## config.mk

```make
export PLATFORM = sky130hd
export DESIGN_NAME = jtframe_sndplay
export DESIGN_NICKNAME = d
export VERILOG_FILES = /design/src/rtl/jtframe_sndrec_pkg.sv /design/src/rtl/jtframe_sndplay.sv
export SDC_FILE = /design/constraint.sdc
export NUM_CORES = 1
export LEC_CHECK = 0
export CAP_MARGIN = 5
export CELL_PAD_IN_SITES_DETAIL_PLACEMENT = 1
export CELL_PAD_IN_SITES_GLOBAL_PLACEMENT = 2
export CORE_ASPECT_RATIO = 0.75
export CORE_UTILIZATION = 34
export DETAILED_ROUTE_END_ITERATION = 12
export PLACE_DENSITY = 0.95
export REMOVE_ABC_BUFFERS = 1
export SYNTH_ARGS = -nofsm -noshare
export SYNTH_HDL_FRONTEND = slang
export SYNTH_SLANG_ARGS = --single-unit
```

## constraint.sdc

```tcl
create_clock -name clk -period 4.15 [get_ports clk]
set_input_delay 0.415 -clock clk [delete_from_list [all_inputs] [get_ports clk]]
set_output_delay 0.415 -clock clk [all_outputs]
set_load 0.05 [all_outputs]
```

## src/rtl/jtframe_sndrec_pkg.sv

```systemverilog
// Shared definitions for the sound-register recorder and player:
// stream token encoding and the player state encoding.
package jtframe_sndrec_pkg;

    localparam logic [7:0] TK_EOF = 8'h00;
    localparam logic [7:0] TK_V5  = 8'h80;
    localparam logic [3:0] TK_WR  = 4'h1;   // upper nibble of a register-write token

    typedef enum logic [2:0] {
        IDLE, RD, DEC, RDD, WR, WV5, DONE
    } snd_st_t;

endpackage

```

## src/rtl/jtframe_sndplay.sv

```systemverilog
// Replays a recorded sound-register byte stream from the record RAM to a
// sound chip port, pacing 80-tokens on rising edges of the 240 Hz v5 signal.
module jtframe_sndplay
    import jtframe_sndrec_pkg::*;
#(
    parameter int AW = 13
)(
    input  logic          rst,
    input  logic          clk,
    input  logic          start,
    input  logic          stop,
    input  logic          loop,
    input  logic          v5,
    output logic [AW-1:0] ram_addr,
    input  logic [7:0]    ram_dout,
    output logic          snd_we,
    output logic [3:0]    snd_a,
    output logic [7:0]    snd_dout,
    input  logic          snd_ready,
    output logic          busy,
    output logic          done,
    output logic          err
);

    snd_st_t       st, st_nx;
    logic [AW-1:0] addr_nx;
    logic [3:0]    a_nx;
    logic [7:0]    dout_nx;
    logic          we_nx, err_nx;
    logic          v5l;
    // RDD spans two cycles: address settle, then data latch
    logic          rdd_lat, lat_nx;
    // data byte sat at the top address: finish (or loop) once it is written
    logic          eof_pend, eof_nx;
    logic          last;

    assign last = &ram_addr;
    assign busy = (st != IDLE) && (st != DONE);
    assign done = (st == DONE);

    always_comb begin
        st_nx   = st;
        addr_nx = ram_addr;
        a_nx    = snd_a;
        dout_nx = snd_dout;
        we_nx   = snd_we;
        err_nx  = err;
        lat_nx  = 1'b0;
        eof_nx  = eof_pend;
        unique case (st)
            IDLE, DONE: if (start) begin
                addr_nx = '0;
                err_nx  = 1'b0;
                eof_nx  = 1'b0;
                st_nx   = RD;
            end
            RD: st_nx = DEC;
            DEC: begin
                if (ram_dout == TK_EOF) begin
                    if (loop) begin
                        addr_nx = '0;
                        st_nx   = RD;
                    end else begin
                        st_nx = DONE;
                    end
                end else if (ram_dout == TK_V5) begin
                    // advancing past the top is an implicit EOF
                    if (!last) begin
                        addr_nx = ram_addr + 1'b1;
                        st_nx   = WV5;
                    end else if (loop) begin
                        addr_nx = '0;
                        st_nx   = RD;
                    end else begin
                        st_nx = DONE;
                    end
                end else if (ram_dout[7:4] == TK_WR) begin
                    if (last) begin
                        err_nx = 1'b1;
                        st_nx  = DONE;
                    end else begin
                        a_nx    = ram_dout[3:0];
                        addr_nx = ram_addr + 1'b1;
                        st_nx   = RDD;
                    end
                end else begin
                    err_nx = 1'b1;
                    st_nx  = DONE;
                end
            end
            RDD: begin
                if (!rdd_lat) begin
                    lat_nx = 1'b1;
                end else begin
                    dout_nx = ram_dout;
                    we_nx   = 1'b1;
                    st_nx   = WR;
                    if (last) eof_nx  = 1'b1;
                    else      addr_nx = ram_addr + 1'b1;
                end
            end
            WR: if (snd_ready) begin
                we_nx = 1'b0;
                if (eof_pend) begin
                    eof_nx = 1'b0;
                    if (loop) begin
                        addr_nx = '0;
                        st_nx   = RD;
                    end else begin
                        st_nx = DONE;
                    end
                end else begin
                    st_nx = RD;
                end
            end
            WV5: if (v5 && !v5l) st_nx = RD;
            default: st_nx = IDLE;
        endcase
        // stop overrides everything, including a simultaneous start
        if (stop) begin
            st_nx  = IDLE;
            we_nx  = 1'b0;
            lat_nx = 1'b0;
            eof_nx = 1'b0;
        end
    end

    always_ff @(posedge clk or posedge rst) begin
        if (rst) begin
            st       <= IDLE;
            ram_addr <= '0;
            snd_we   <= 1'b0;
            snd_a    <= 4'd0;
            snd_dout <= 8'd0;
            err      <= 1'b0;
            v5l      <= 1'b0;
            rdd_lat  <= 1'b0;
            eof_pend <= 1'b0;
        end else begin
            st       <= st_nx;
            ram_addr <= addr_nx;
            snd_we   <= we_nx;
            snd_a    <= a_nx;
            snd_dout <= dout_nx;
            err      <= err_nx;
            v5l      <= v5;
            rdd_lat  <= lat_nx;
            eof_pend <= eof_nx;
        end
    end

endmodule

```

==> key figures, run 1 <==
Outcome
  – Status: complete, no violations

Clock network
  – Post-CTS Resized: 0
  – Total CTS buffers: 5
  – Root buf cell: clkbuf_8
  – Clock network latency to the later pin of the worst-skew pair: 0.29 ns
  – Clock sink total: 33
  – # Post-CTS Setup Buffers: 0
  – CTS tree: built
  – CTS H-tree lvls: 2
  – Max clock buf depth: 2
  – Clock Pin Slew Worst Setup and Hold Paths: 0.07 ns
  – Cts hold-fix bufs: 0

Placement
  – Hpwl dp: 4270 um
  – Post-place setup slack: 1.22 ns
  – IO Port Bufs: 43
  – GPL Wtd Cong: 0.836
  – Placed Area: 2550 um^2

GRT
  – Vias in the first global route: 1865
  – GRT overflow: 0
  – Antenna violations before repair: 0
  – GRT Total Usage: 19.7%
  – Largest net degree at the start of global routing: 34
  – First-pass GRT wire length: 9850 um

Layout
  – Area of the multi-input gates: 1160 um^2
  – Final instance area: 2660 um^2
  – Fillers: 676
  – Share of layout cells above drive strength 1: 12.2%
  – Register area: 826 um^2
  – Area grow syn2layout: 29.5%
  – N_diodes: 0
  – Final Net Count: 269

Synth
  – Synth unique cells: 63
  – Post-synth EDFFs: 0
  – Sequential area share after synthesis: 40.2%
  – Post-Syn Area: 2050 um^2
  – Share of the synthesized area in the top cell type: 40.2%
  – Cell taking the most area after synthesis: dfrtp_1
  – Syn avg cell area: 9.69 um^2
  – Ys async rst share: 100%
  – Ys Warns: 0
  – Top_reg_cell synth: dfrtp_1
  – Syn Inst Count: 212
  – Synth top area cells: dfrtp_1 (40%), mux2_2 (7.1%), o21ai_0 (2.9%), nor2_1 (2.7%), nand2_1 (2.6%)
  – Synth Register Bits: 33

Routing
  – Vias: 1941
  – First DRT Iteration DRCs: 139
  – ANT nets after route: 0
  – Routed Wire Length: 5850 um
  – Vias per inst: 5.85
  – DR pass1 iterations: 8
  – WL per Instance: 17.6 um
  – Drt drc: 0

Floorplan
  – Row count: 24
  – IO Pins: 44
  – Die height: 69.3 um
  – CORE AREA: 5830 um^2
  – Starting density of the core: 35.3%
  – Die width: 91.8 um
  – Die area: 6360 um^2

Hold path
  – Hold Path Class: reg2reg

Setup path
  – Worst setup EP type: output port
  – Critical Path AT: 2.60 ns
  – Worst R2R Setup Slack: 1.48 ns
  – Critical path type: reg2out
  – Worst Setup Start Kind: flip-flop
  – Largest fanout on the critical path: 20
  – Worst EP required: 3.73 ns

Run
  – Max-cap viol count: 0

Power and ir drop
  – Tot Pwr: 1.28 mW
  – Pwr per Cell Area: 482 nW/um^2
  – Total leakage power: 1.04 nW
  – Worst ir drop on vdd: 0.187 mV

STA
  – Setup violators final: 0
  – Worst clock skew: 0.00665 ns
  – Max Clock Freq: 332 MHz
  – Final Max Slew Viols: 0
  – WHS: 0.501 ns
  – Final count of hold timing violations: 0
  – Tcrit/Tclk final: 72.6%
  – Setup TNS: 0 ns
  – Tmin final: 3.01 ns
  – Slew at the pin with the worst max-slew slack: 0.766 ns
  – Final worst slack: 1.14 ns
  – Slew Limit Headroom: 48.9%
  – Unrepaired setup endpoints after global routing: false
-- synthesized netlist by cell type, types with 2 or more instances --
| cell | instances |
|---|---|
| nor4_1 | 4 |
| or3_1 | 4 |
| or4_1 | 3 |
| nand2b_1 | 5 |
| and3_1 | 4 |
| a211oi_1 | 5 |
| o211a_1 | 3 |
| nor3_1 | 6 |
| clkbuf_1 | 4 |
| nand3b_1 | 2 |
| inv_1 | 6 |
| nor2_1 | 15 |
| nand2_1 | 14 |
| nor2b_1 | 4 |
| a31oi_1 | 4 |
| a221o_1 | 2 |
| a211o_1 | 2 |
| o31a_1 | 2 |
| nor3b_1 | 3 |
| a22o_1 | 3 |
| nand3_1 | 10 |
| a21oi_1 | 7 |
| dfrtp_1 | 33 |
| mux2_2 | 13 |
| o21ai_0 | 12 |
| buf_2 | 4 |
| and2_1 | 2 |
-- flip-flops by register name, indices dropped and copies added, names as in the netlist --
name,cells
snd_a,4
v5l,1
snd_we,1
err,1
eof_pend,1
rdd_lat,1
ram_addr,13
st,3
snd_dout,8
-- layout make-up --
class | instances | area share, %
timing repair buffer | 44 | 16.5
multi-input combinational | 163 | 43.7
sequential | 33 | 31.0
clock inverter | 3 | 1.74
inverter | 6 | 0.846
clock buffer | 5 | 2.59
tap | 78 | 3.67
-- cells by family after synthesis --
family                     share of synthesized area (%)
DFF                                                 40.2
muxes                                               7.86
adders and majority gates                          0.609
buffers and inverters                               3.23
AOI/OAI and AO/OA                                   25.4
and+or+nand+nor                                     22.7
-- routing by layer --
metal	vias to the layer above	wire, um	track usage, %
li1	904	-	-
met1	976	3030	30.5
met2	59	2450	27.5
met3	2	352	4.06
met4	0	18	5.56
met5	-	0	0
-- through the flow --
step / utilization, % / instances
floorplan: - / 202
global placement: 43.7 / 324
detailed placement: 43.7 / 324
CTS: 45.7 / 332
global route: 45.7 / 332
finish: 45.7 / 332
-- final timing paths --
kind | from | to | cells after the start
max | st[1] | busy | 3
min | err | err | 1
max reg2reg | st[0] | ram_addr[9] | 5
min reg2reg | err | err | 1
max in group asynchronous | rst | eof_pend | 3
min in group asynchronous | rst | ram_addr[4] | 3
-- worst max-delay path, cell delays in order, from the launching register on --
cell             delay, ns
dfrtp_1               0.72
nor2b_1               0.58
or3_1                 0.21
clkdlybuf4s50_1       0.80
-- power by group --
group	internal [mW]	switching, mW	leakage, nW	total, mW
Sequential	0.350	0.0736	0.436	0.423
Clock	0.180	0.135	0.0543	0.315
Combinational	0.211	0.332	0.551	0.543
Total	0.741	0.540	1.04	1.28
-- placed cells by master (no fill, tap or decap), drive strengths merged, types with 2 or more instances in the layout --
| cell type | n |
|---|---|
| o31a | 2 |
| or3 | 4 |
| o21bai | 2 |
| a22o | 3 |
| clkbuf | 5 |
| mux2 | 14 |
| nand3 | 10 |
| nor3 | 6 |
| a221o | 2 |
| inv | 6 |
| o41ai | 2 |
| a211o | 2 |
| nand2b | 5 |
| and3 | 4 |
| nor2b | 4 |
| or4 | 4 |
| nand2 | 14 |
| a21oi | 7 |
| o211a | 3 |
| clkdlybuf4s50 | 43 |
| nor2 | 15 |
| nand3b | 2 |
| o21ai | 14 |
| nor4 | 5 |
| a31oi | 5 |
| and2 | 2 |
| a211oi | 5 |
| dfrtp | 33 |
| nor3b | 3 |
| o211ai | 2 |
(Power assumes the default switching activity.)
==> run 2, diff against run 1 <==
--- a/config.mk
+++ b/config.mk
@@ -9,9 +9,9 @@
 export CELL_PAD_IN_SITES_DETAIL_PLACEMENT = 1
 export CELL_PAD_IN_SITES_GLOBAL_PLACEMENT = 2
 export CORE_ASPECT_RATIO = 0.75
-export CORE_UTILIZATION = 34
+export CORE_UTILIZATION = 28
 export DETAILED_ROUTE_END_ITERATION = 12
-export PLACE_DENSITY = 0.95
+export PLACE_DENSITY = 0.86
 export REMOVE_ABC_BUFFERS = 1
 export SYNTH_ARGS = -nofsm -noshare
 export SYNTH_HDL_FRONTEND = slang
==> constraint.sdc (replaced) <==
create_clock -name clk -period 2.67 [get_ports clk]
set_input_delay 0.267 -clock clk [delete_from_list [all_inputs] [get_ports clk]]
set_output_delay 0.267 -clock clk [all_outputs]
set_load 0.05 [all_outputs]
==> run 2 against run 1 <==
Effect of this change:
- clock skew shrank 0.0043 ns
- cell area increased by 6.1%
- global-route usage is 2.4 points lower
- via count rose by 1.0%
- critical path type is now reg2reg
- largest cell class unchanged
- highest routed layer unchanged
==> key figures, run 2 (synthesis results as in run 1) <==
Layout
  – Largest Register: ram_addr
  – Final Net Count: 287 (+6.7%)
  – Commonest non-fill, non-tap cell in the layout: clkdlybuf4s50_1
  – Area of the multi-input gates: 1160 um^2 (unchanged)
  – Share of layout cells above drive strength 1: 18.4% (+6.2 points)
  – Max reg flops: 13 (unchanged)
  – Final instance area: 2820 um^2 (+6.1%)
  – Area grow syn2layout: 37.5%
  – Fillers: 831 (+23%)
  – Register area: 826 um^2 (unchanged)
  – Most frequent cells in the layout: clkdlybuf4s50_1 (42), dfrtp_1 (33), buf_4 (20)
  – Largest registers: ram_addr (13), snd_dout (8), snd_a (4)
  – N_diodes: 0 (unchanged)

Floorplan
  – Die height: 76.2 um (+9.9%)
  – CORE AREA: 6960 um^2 (+20%)
  – IO Pins: 44 (unchanged)
  – Die width: 101 um (+10%)
  – Die area: 7690 um^2 (+21%)
  – Starting density of the core: 29.5% (-5.8 points)
  – Row count: 26 (+8.3%)

Setup path
  – Crit-path slowest cell: or4_1
  – Critical path cell sequence: ha_1, nand3_1, or4_1, o31a_1, o21bai_4, a221o_1
  – Largest fanout on the critical path: 5 (-75%)
  – R2R cell count: 6 (+1)
  – Worst Setup Start Kind: flip-flop
  – Worst EP required: 2.89 ns (-0.84 ns)
  – Critical Path AT: 2.58 ns (-0.02 ns)
  – Crit path max-delay family: simple AND/OR/NAND/NOR gates
  – Delay of the slowest critical-path stage: 0.73 ns (-0.07 ns)
  – Buffers and inverters on the worst path: 0 (-1)
  – Worst R2R Setup Slack: 0.31 ns (-1.17 ns)
  – Critical path type: reg2reg
  – Crit path depth: 6 (+3)
  – Worst setup EP type: flip-flop

Hold path
  – Hold Path Class: in2async

STA
  – Worst clock skew: 0.00234 ns (-0.00431 ns)
  – Final Max Slew Viols: 0 (unchanged)
  – Tmin final: 2.36 ns
  – Slew Limit Headroom: 63.8% (+15 points)
  – Unrepaired setup endpoints after global routing: false
  – Final worst slack: 0.312 ns (-0.827 ns)
  – Setup TNS: 0 ns (unchanged)
  – Setup violators final: 0 (unchanged)
  – Final count of hold timing violations: 0 (unchanged)
  – Tcrit/Tclk final: 88.3%
  – Slew at the pin with the worst max-slew slack: 0.544 ns (-0.222 ns)
  – Max Clock Freq: 424 MHz

Clock network
  – Clock Pin Slew Worst Setup and Hold Paths: 0.07 ns (about the same)
  – CTS tree: built
  – Root buf cell: clkbuf_8
  – Clock sink total: 33 (unchanged)
  – Post-CTS Resized: 0 (unchanged)
  – # Post-CTS Setup Buffers: 0 (unchanged)
  – Total CTS buffers: 5 (unchanged)
  – Clock network latency to the later pin of the worst-skew pair: 0.28 ns (about the same)
  – Cts hold-fix bufs: 0 (unchanged)
  – CTS H-tree lvls: 2 (unchanged)
  – Max clock buf depth: 2 (unchanged)

Power and ir drop
  – Pwr per Cell Area: 760 nW/um^2 (+58%)
  – Worst ir drop on vdd: 0.278 mV (+48%)
  – Total leakage power: 1.14 nW (+9.2%)

GRT
  – Vias in the first global route: 1946 (+4.3%)
  – Antenna violations before repair: 0 (unchanged)
  – GRT Total Usage: 17.3% (-2.4 points)
  – First-pass GRT wire length: 10500 um (+6.8%)
  – GRT overflow: 0 (unchanged)
  – Largest net degree at the start of global routing: 34 (unchanged)

Routing
  – WL per Instance: 17.1 um (-2.9%)
  – Drt drc: 0 (unchanged)
  – Routed Wire Length: 6330 um (+8.2%)
  – Vias per inst: 5.30 (-9.3%)
  – ANT nets after route: 0 (unchanged)
  – Vias: 1961 (+1.0%)
  – First DRT Iteration DRCs: 112 (-19%)
  – DR pass1 iterations: 4 (-4)

Placement
  – Placed Area: 2700 um^2 (+6.2%)
  – Post-place setup slack: 0.119 ns (-1.11 ns)
  – IO Port Bufs: 43 (unchanged)
  – Hpwl dp: 4810 um (+12%)
  – GPL Wtd Cong: 0.847 (+1.4%)

Outcome
  – Status: complete, no violations

Run
  – Max-cap viol count: 0 (unchanged)
run 2: cell count changes in the layout (fill, tap and decap cells not counted), sizes merged:
cell and change:
clkinv -1, clkbuf +1, buf +19, clkdlybuf4s50 -1
run 2: where the power goes:
| part | total [mW] | leakage (nW) | internal (mW) | switching [mW] |
|---|---|---|---|---|
| clock network | 0.502 | 0.0574 | 0.304 | 0.198 |
| registers | 0.633 | 0.436 | 0.545 | 0.0883 |
| logic | 1.01 | 0.643 | 0.428 | 0.585 |
| total | 2.15 | 1.14 | 1.28 | 0.871 |
run 2: layout make-up:
class	instances	area share, %
Clock buffer	6	2.92
Tap cell	98	4.34
Multi-Input combinational cell	163	41.2
Clock inverter	2	1.33
Sequential cell	33	29.2
Timing Repair Buffer	62	20.2
Inverter	6	0.798
run 2: worst paths after layout:
kind,start,to
max,ram_addr[0],ram_addr[6]
min,rst,ram_addr[0]
max reg2reg,ram_addr[0],ram_addr[6]
min reg2reg,snd_a[2],snd_a[2]
max in group asynchronous,rst,eof_pend
min in group clk,v5,v5l
run 2: worst register-to-register path, stage by stage (launching register included):
cell and delay, ns:
dfrtp_1 0.43, ha_1 0.20, nand3_1 0.22, or4_1 0.74, o31a_1 0.38, o21bai_4 0.16
a221o_1 0.17
run 2: through the flow:
| stage | util [%] | total power [mW] | cells | hold slack [ns] |
|---|---|---|---|---|
| 2_1_floorplan | - | 1.24 | 202 | 0.298 |
| 6_report | 40.6 | 2.15 | 370 | 0.389 |
| 3_5_place_dp | 38.8 | 1.65 | 362 | 0.493 |
| 3_3_place_gp | 38.8 | 1.62 | 362 | 0.488 |
| 5_1_grt | 40.6 | 2.28 | 370 | 0.451 |
| 4_1_cts | 40.6 | 2.16 | 370 | 0.397 |
run 2: layer usage:
metal / GRT usage [%] / up-vias / wire length [um]
met1: 26.9 / 979 / 3390
met3: 3.85 / 2 / 277
met4: 3.04 / 0 / 27
met5: 0 / - / 0
met2: 24.5 / 43 / 2630
li1: - / 937 / -
==> run 3, diff against run 2 <==
--- a/config.mk
+++ b/config.mk
@@ -6,7 +6,7 @@
 export NUM_CORES = 1
 export LEC_CHECK = 0
 export CAP_MARGIN = 5
-export CELL_PAD_IN_SITES_DETAIL_PLACEMENT = 1
+export CELL_PAD_IN_SITES_DETAIL_PLACEMENT = 0
 export CELL_PAD_IN_SITES_GLOBAL_PLACEMENT = 2
 export CORE_ASPECT_RATIO = 0.75
 export CORE_UTILIZATION = 28
@@ -16,3 +16,4 @@
 export SYNTH_ARGS = -nofsm -noshare
 export SYNTH_HDL_FRONTEND = slang
 export SYNTH_SLANG_ARGS = --single-unit
+export TNS_END_PERCENT = 50
==> run 3 against run 2 <==
Effect of this change:
- sequential power about the same
- hold slack worse by 0.028 ns
- critical path depth down 2
- critical path type is now reg2out
- critical endpoint is now done
==> key figures, run 3 (synthesis results as in run 1) <==
Floorplan
  – Die height: 76.2 um (unchanged)
  – Die width: 101 um (unchanged)
  – IO Pins: 44 (unchanged)
  – Row count: 26 (unchanged)
  – CORE AREA: 6960 um^2 (unchanged)
  – Starting density of the core: 29.5% (unchanged)
  – Die area: 7690 um^2 (unchanged)

STA
  – Setup TNS: 0 ns (unchanged)
  – Tmin final: 2.38 ns (+0.0179 ns)
  – Worst clock skew: 0.00600 ns (+0.00366 ns)
  – Final Max Slew Viols: 0 (unchanged)
  – Tcrit/Tclk final: 89.0% (+0.67 points)
  – Max Clock Freq: 421 MHz (-0.75%)
  – Slew Limit Headroom: 65.1% (+1.3 points)
  – Unrepaired setup endpoints after global routing: false
  – Setup violators final: 0 (unchanged)
  – Slew at the pin with the worst max-slew slack: 0.522 ns (-0.0214 ns)
  – Final count of hold timing violations: 0 (unchanged)
  – Final worst slack: 0.294 ns (-0.0179 ns)

Routing
  – DR pass1 iterations: 4 (unchanged)
  – First DRT Iteration DRCs: 170 (+52%)
  – Vias: 1939 (-1.1%)
  – ANT nets after route: 0 (unchanged)
  – Vias per inst: 5.24 (-1.1%)
  – Routed Wire Length: 5880 um (-7.2%)
  – WL per Instance: 15.9 um (-7.2%)
  – Drt drc: 0 (unchanged)

Setup path
  – Critical path type: reg2out
  – R2R cell count: 6 (unchanged)
  – Largest fanout on the critical path: 16 (+11)
  – R2R Path End: ram_addr[5]
  – Worst setup EP type: output port
  – FF-to-FF Start: ram_addr[1]
  – Critical Path AT: 2.11 ns (-0.47 ns)
  – Worst EP required: 2.40 ns (-0.49 ns)
  – Worst Setup Start Kind: flip-flop
  – Worst R2R Setup Slack: 0.35 ns (+0.04 ns)

Power and ir drop
  – Pwr per Cell Area: 751 nW/um^2 (-1.3%)
  – Worst ir drop on vdd: 0.277 mV (-0.32%)
  – Total leakage power: 1.14 nW (unchanged)

GRT
  – GRT overflow: 0 (unchanged)
  – GRT Total Usage: 16.3% (-1.0 points)
  – First-pass GRT wire length: 9670 um (-8.1%)
  – Largest net degree at the start of global routing: 34 (unchanged)
  – Antenna violations before repair: 0 (unchanged)
  – Vias in the first global route: 1788 (-8.1%)

Clock network
  – Max clock buf depth: 2 (unchanged)
  – CTS tree: built
  – Cts hold-fix bufs: 0 (unchanged)
  – Total CTS buffers: 5 (unchanged)
  – Clock Pin Slew Worst Setup and Hold Paths: 0.07 ns (about the same)
  – Clock sink total: 33 (unchanged)
  – CTS H-tree lvls: 2 (unchanged)
  – # Post-CTS Setup Buffers: 0 (unchanged)
  – Post-CTS Resized: 0 (unchanged)
  – Clock network latency to the later pin of the worst-skew pair: 0.29 ns (about the same)
  – Root buf cell: clkbuf_8

Hold path
  – Hold Path Class: in2async

Layout
  – Final Net Count: 287 (unchanged)
  – Fillers: 735 (-12%)
  – N_diodes: 0 (unchanged)
  – Most frequent cells in the layout: clkdlybuf4s50_1 (42), dfrtp_1 (33), buf_4 (20)
  – Max reg flops: 13 (unchanged)
  – Register area: 826 um^2 (unchanged)
  – Commonest non-fill, non-tap cell in the layout: clkdlybuf4s50_1
  – Largest Register: ram_addr
  – Area grow syn2layout: 37.5% (unchanged)
  – Largest registers: ram_addr (13), snd_dout (8), snd_a (4)
  – Area of the multi-input gates: 1160 um^2 (unchanged)
  – Share of layout cells above drive strength 1: 18.4% (unchanged)

Placement
  – GPL Wtd Cong: 0.847 (unchanged)
  – IO Port Bufs: 43 (unchanged)
  – Hpwl dp: 4310 um (-10%)
  – Post-place setup slack: 0.159 ns (+0.0404 ns)

Outcome
  – Status: complete, no violations

Run
  – Max-cap viol count: 0 (unchanged)
==> run 3: metal layers <==
layer / track usage [%] / up-vias / part of all wire (%)
li1: - / 937 / -
met1: 25.6 / 931 / 53
met2: 21.6 / 66 / 40
met3: 3.76 / 5 / 6.2
met4: 4.78 / 0 / 0.75
met5: 0 / - / 0
==> run 3: power by group <==
| group | total [mW] | internal [mW] | switching (mW) |
|---|---|---|---|
| Combinational | 0.982 | 0.427 | 0.555 |
| Clock | 0.506 | 0.304 | 0.203 |
| Sequential | 0.631 | 0.545 | 0.0861 |
| Total | 2.12 | 1.28 | 0.844 |
==> run 3: cell type report <==
type                    count  area share, %
inverters                   6          0.798
repair buffers             62           20.2
multi-input cells         163           41.2
well taps                  98           4.34
clock buffers               6           2.92
flip-flops and latches     33           29.2
clock inverters             2           1.33
==> run 3: how the worst max path moves through the flow <==
stage	startpoint	end	slack (ns)
final	st[1]	done	0.29
after global routing	st[1]	done	0.21
after CTS	st[1]	done	0.27
after detailed placement	ram_dout[0]	ram_addr[3]	0.16
after global placement	ram_dout[4]	ram_addr[9]	0.20
after floorplan	ram_addr[0]	ram_addr[5]	0.16
==> run 3: stage by stage <==
| stage | instance area, um^2 | power [mW] | std cells | hold WS (ns) | util [%] |
|---|---|---|---|---|---|
| floorplan | 2010 | 1.24 | 202 | 0.298 | - |
| global placement | 2700 | 1.62 | 362 | 0.488 | 38.8 |
| detailed placement | 2700 | 1.62 | 362 | 0.496 | 38.8 |
| CTS | 2820 | 2.13 | 370 | 0.382 | 40.6 |
| global route | 2820 | 2.25 | 370 | 0.412 | 40.6 |
| finish | 2820 | 2.12 | 370 | 0.361 | 40.6 |
==> run 3: critical path, stage by stage (launching register included) <==
cell	delay (ns)
dfrtp_1	0.64
buf_4	0.22
nand2_1	0.05
nor2_1	0.10
clkdlybuf4s50_1	0.80
